==> src/rtl/stim_sequencer.sv <==
// Stimulus sequencer: writable pattern memory replayed as gap/hold windows
// over one test pass or several training epochs, with pause and abort control.
module stim_sequencer #(
  parameter int P_VEC_W  = 25,
  parameter int P_LBL_W  = 10,
  parameter int P_DEPTH  = 30,
  parameter int P_HOLD   = 1,
  parameter int P_GAP    = 200,
  parameter int P_EPOCHS = 400,
  localparam int AW = (P_DEPTH > 1) ? $clog2(P_DEPTH) : 1,
  localparam int EW = $clog2(P_EPOCHS + 1)
) (
  input  logic                       i_clk,
  input  logic                       i_rst_n,
  input  logic                       i_wr_en,
  input  logic [AW-1:0]              i_wr_addr,
  input  logic [P_VEC_W+P_LBL_W-1:0] i_wr_data,
  input  logic                       i_start,
  input  logic                       i_mode,
  input  logic                       i_pause,
  input  logic                       i_abort,
  output logic [P_VEC_W-1:0]         o_vector,
  output logic [P_LBL_W-1:0]         o_label,
  output logic                       o_valid,
  output logic [AW-1:0]              o_index,
  output logic [EW-1:0]              o_epoch,
  output logic                       o_epoch_end,
  output logic                       o_busy,
  output logic                       o_done
);

  localparam int DW = P_VEC_W + P_LBL_W;
  localparam int GW = (P_GAP > 1) ? $clog2(P_GAP) : 1;
  localparam int HW = (P_HOLD > 1) ? $clog2(P_HOLD) : 1;
  localparam logic [AW:0]   DEPTH_W  = (AW+1)'(P_DEPTH);
  localparam logic [AW-1:0] LAST_IDX = AW'(P_DEPTH - 1);
  localparam logic [GW-1:0] GAP_LAST = GW'(P_GAP - 1);
  localparam logic [HW-1:0] HLD_LAST = HW'(P_HOLD - 1);

  typedef enum logic [1:0] {IDLE, GAP, HOLD} state_t;

  state_t          state_reg;
  logic [GW-1:0]   gap_cnt_reg;
  logic [HW-1:0]   hold_cnt_reg;
  logic            mode_reg;
  logic [DW-1:0]   mem [P_DEPTH];
  logic [DW-1:0]   rd_word;
  logic [EW-1:0]   target;

  assign rd_word = mem[o_index];
  assign target  = mode_reg ? EW'(1) : EW'(P_EPOCHS);

  // Contents are deliberately not reset so a stored pattern set survives reset.
  always_ff @(posedge i_clk) begin
    if (i_wr_en && ({1'b0, i_wr_addr} < DEPTH_W))
      mem[i_wr_addr] <= i_wr_data;
  end

  always_ff @(posedge i_clk or negedge i_rst_n) begin
    if (!i_rst_n) begin
      state_reg    <= IDLE;
      gap_cnt_reg  <= '0;
      hold_cnt_reg <= '0;
      mode_reg     <= 1'b0;
      o_vector     <= '0;
      o_label      <= '0;
      o_valid      <= 1'b0;
      o_index      <= '0;
      o_epoch      <= '0;
      o_epoch_end  <= 1'b0;
      o_busy       <= 1'b0;
      o_done       <= 1'b0;
    end else begin
      o_epoch_end <= 1'b0;
      if (i_abort) begin
        state_reg <= IDLE;
        o_vector  <= '0;
        o_label   <= '0;
        o_valid   <= 1'b0;
        o_busy    <= 1'b0;
      end else begin
        case (state_reg)
          IDLE: begin
            if (i_start) begin
              state_reg   <= GAP;
              o_busy      <= 1'b1;
              o_epoch     <= '0;
              o_index     <= '0;
              o_done      <= 1'b0;
              gap_cnt_reg <= '0;
              mode_reg    <= i_mode;
            end
          end
          GAP: begin
            if (!i_pause) begin
              // The memory word is captured straight into the output register,
              // so a same-edge write is seen only by later windows.
              if (gap_cnt_reg == GAP_LAST) begin
                state_reg    <= HOLD;
                hold_cnt_reg <= '0;
                o_valid      <= 1'b1;
                o_vector     <= rd_word[DW-1 -: P_VEC_W];
                o_label      <= mode_reg ? '0 : rd_word[P_LBL_W-1:0];
              end else begin
                gap_cnt_reg <= gap_cnt_reg + 1'b1;
              end
            end
          end
          HOLD: begin
            if (hold_cnt_reg == HLD_LAST) begin
              o_valid     <= 1'b0;
              o_vector    <= '0;
              o_label     <= '0;
              gap_cnt_reg <= '0;
              if (o_index != LAST_IDX) begin
                o_index   <= o_index + 1'b1;
                state_reg <= GAP;
              end else begin
                o_epoch_end <= 1'b1;
                o_epoch     <= o_epoch + 1'b1;
                if (o_epoch + EW'(1) == target) begin
                  state_reg <= IDLE;
                  o_busy    <= 1'b0;
                  o_done    <= 1'b1;
                end else begin
                  o_index   <= '0;
                  state_reg <= GAP;
                end
              end
            end else begin
              hold_cnt_reg <= hold_cnt_reg + 1'b1;
            end
          end
          default: state_reg <= IDLE;
        endcase
      end
    end
  end

endmodule

==> config.mk <==
export PLATFORM = sky130hd
export DESIGN_NAME = stim_sequencer
export DESIGN_NICKNAME = d
export VERILOG_FILES = /design/src/rtl/stim_sequencer.sv
export SDC_FILE = /design/constraint.sdc
export NUM_CORES = 1
export LEC_CHECK = 0
export BUFFER_PORTS_ARGS = -buffer_cell sky130_fd_sc_hd__buf_2
export CAP_MARGIN = 30
export CORE_MARGIN = 3
export CORE_UTILIZATION = 45
export DETAILED_ROUTE_END_ITERATION = 6
export GPL_TIMING_DRIVEN = 1
export PLACE_DENSITY = 0.6
export SYNTH_ARGS = -nofsm -noshare
export SYNTH_HDL_FRONTEND = slang
export SYNTH_SLANG_ARGS = --single-unit
==> constraint.sdc <==
create_clock -name i_clk -period 3.47 [get_ports i_clk]
set_input_delay 0.347 -clock i_clk [delete_from_list [all_inputs] [get_ports i_clk]]
set_output_delay 0.347 -clock i_clk [all_outputs]
set_load 0.01 [all_outputs]
==> reports/results.tsv <==
metric	value	unit
r2r_end	o_vector[2]$_DFFE_PN0P_	
slew_headroom	0.432	
rsz0062_at_grt	no	
cts_sinks	1114	
synthMuxAreaShare	0.152	
finalHoldViolations	0	
hpwl	58800	um
critPathMaxStageDelay	830	ps
r2r_slack	690	ps
async_flop_share	0.0575	
period_share	0.802	
yosysSeqAreaShare	0.771	
layout.nets	2323	
setup_viol	0	
startpoint	o_index[0]$_DFFE_PN0P_	
areaGrowthSynthToFinish	15.6	%
syn_avg_cell_area	20.7	um2
fin_worst_skew	17.4	ps
crit_end	o_vector[2]$_DFFE_PN0P_	
report.final.slew_viol_count	0	
initial_core_util	0.457	
die_area	99200	um2
path_class	reg -> reg	
antenna_found_initial	3	
synth_compound_area_frac	0.0305	
cts_setup_buffers	0	
n_antenna_cell	0	
synth_xor_area_frac	0.00184	
fin_tns_setup	0	ps
crit_fanout	32	
synth-simple-area-share	0.0297	
grt_max_degree	51	
ys_top_cells_by_area	edfxtp_1 (73%), mux4_2 (13%), dfrtp_1 (3.7%)	
cts_hold_buffers	3	
die_w	315	um
drv_cap	0	
place_congestion	0.768	
hold_path_class	in -> reg	
ys_warn_count	0	
clock.fmax	0.359	GHz
io_pins	100	
outcome	finished clean	
overflow	0	
drive_gt1_frac	0.280	
vias	21500	
core	94000	um2
cp_cell_sequence	buf_12 -> buf_4 -> mux4_2 -> mux2i_1 -> a21oi_1 -> o221ai_1 -> nand2_1	
critical_path.startpoint_type	flop	
cts_tree	done	
placed_cell_area	45800	um2
reg2regPathDepth	7	
synthesis.nets	2123	
cts.clk_slew.worst_paths	60	ps
wl_per_cell	29.4	um
static-leakage-power	15.8	nW
rows	112	
required	4010	ps
synth_fa_ha_area_frac	0.00117	
synth_edf_count	1050	
peakVddDrop	0.374	mV
cts-resized-gates	0	
clock_path_buffers	3	
slowest_stage	dfrtp_4	
worst-slew-pin-transition	852	ps
dieHeight	315	um
clk_root_buffer_cell	clkbuf_16	
reg_top3	mem: 1050 flops, o_vector: 25 flops, o_label: 10 flops	
clk_latency	680	ps
critPathArrivalTime	3330	ps
largest_reg_flops	1050	
regMostFlops	mem	
htreeDepth	3	
syn_inst	2072	
cts_made_buffers	112	
synth.ff_latch_count	1114	
postLayoutCellArea	49700	um2
drt-total-wl	106000	um
synth_top_area_frac	0.734	
grt_pass1_vias	22100	
ys.flop_type	edfxtp_1	
critPathCaptureType	flop	
ant_nets	0	
r2r-start	o_index[0]$_DFFE_PN0P_	
first_iter_violations	2537	
drc	0	
p_per_area	559	nW/um2
syn-cell-area	42900	um2
final_common_cell	edfxtp_1	
track_usage	0.218	
synth_cell_types	61	
post_drt_via_cell_ratio	5.92	
io_buffers	99	
grt_pass1_wl	155000	um
yosysTopAreaCell	edfxtp_1	
firstDrtPassIters	5	
mostFrequentLayoutCells	edfxtp_1 (1,050), mux4_2 (247), nand2_1 (124), clkbuf_16 (115), buf_2 (98)	
synth_top_family_by_area	multiplexers	
period_needed	2780	ps
-- Yosys cell counts, drive strengths merged, types with 5 or more instances --
cell type and number:
a21oi 49, mux4 247, a211oi 18, nand2b 8, o21ai 48, a31oi 8, mux2i 79, mux2 14
xor2 5, o221ai 17, nand3 24, a221oi 5, o31ai 11, nand2 124, buf 68, clkbuf 36
edfxtp 1050, nor2b 6, a22o 8, inv 10, nor3 9, nor2 98, o22ai 9, dfrtp 64
-- worst min-delay path by stage --
stage	startpoint	end	cells past startpoint
final	i_pause	state_reg[0]$_DFFE_PN0P_	3
after global routing	i_pause	state_reg[0]$_DFFE_PN0P_	3
after CTS	i_pause	state_reg[0]$_DFFE_PN0P_	3
after detailed placement	i_rst_n	o_epoch[8]$_DFFE_PN0P_	1
after global placement	i_rst_n	o_epoch[6]$_DFFE_PN0P_	1
after floorplan	i_rst_n	gap_cnt_reg[0]$_DFFE_PN0P_	0
-- cells by family (layout without fill, tap and decap cells) --
| kind of cell | after synthesis | count (layout) |
|---|---|---|
| adder cells (fa/ha/maj) | 4 | 4 |
| flip-flops | 1114 | 1114 |
| AO/OA/AOI/OAI | 197 | 197 |
| AND/OR/NAND/NOR | 293 | 293 |
| multiplexers | 340 | 340 |
| XOR/XNOR | 9 | 9 |
| buffers and inverters | 115 | 414 |
-- area by class of cell --
type | count | area [um2]
Sequential cell | 1114 | 33100
Multi-Input combinational cell | 843 | 9460
Fill cell | 7227 | 44400
Tap cell | 1254 | 1570
Inverter | 11 | 43.8
Timing Repair Buffer | 190 | 1630
Clock buffer | 159 | 3190
Clock inverter | 54 | 628
-- stage by stage --
stage | util | setup slack [ps] | total power, mW | hold WS, ps | std cells
global route | 0.528 | 567 | 28.6 | 75.6 | 3625
CTS | 0.528 | 660 | 28.0 | 24.5 | 3625
finish | 0.528 | 686 | 27.8 | 58.7 | 3625
floorplan | - | 559 | 15.3 | 51.4 | 2072
detailed placement | 0.487 | 698 | 15.7 | 337 | 3409
global placement | 0.487 | 675 | 15.7 | 330 | 3408
-- metal layers --
layer  routed length (um)  share of wire  global-route usage  up-vias
met2                51300           0.48               0.344      842
li1                     -              -                   -     8959
met4                 1880          0.018              0.0511        6
met1                45400           0.43               0.318    11500
met3                 7810          0.073              0.0394      139
met5                   32        0.00030                   0        -
-- report_power, final --
part,internal [mW],switching (mW)
clock,7.43,4.94
combinational,0.121,0.365
sequential,14.9,0.0557
-- worst max-delay path: cells and delay by family (launching register included) --
family,cells,cell delay (ps)
AOI/OAI and AO/OA,2,290
buffers and inverters,2,650
DFF,1,830
muxes,2,770
and+or+nand+nor,1,90
(Power assumes the default switching activity.)
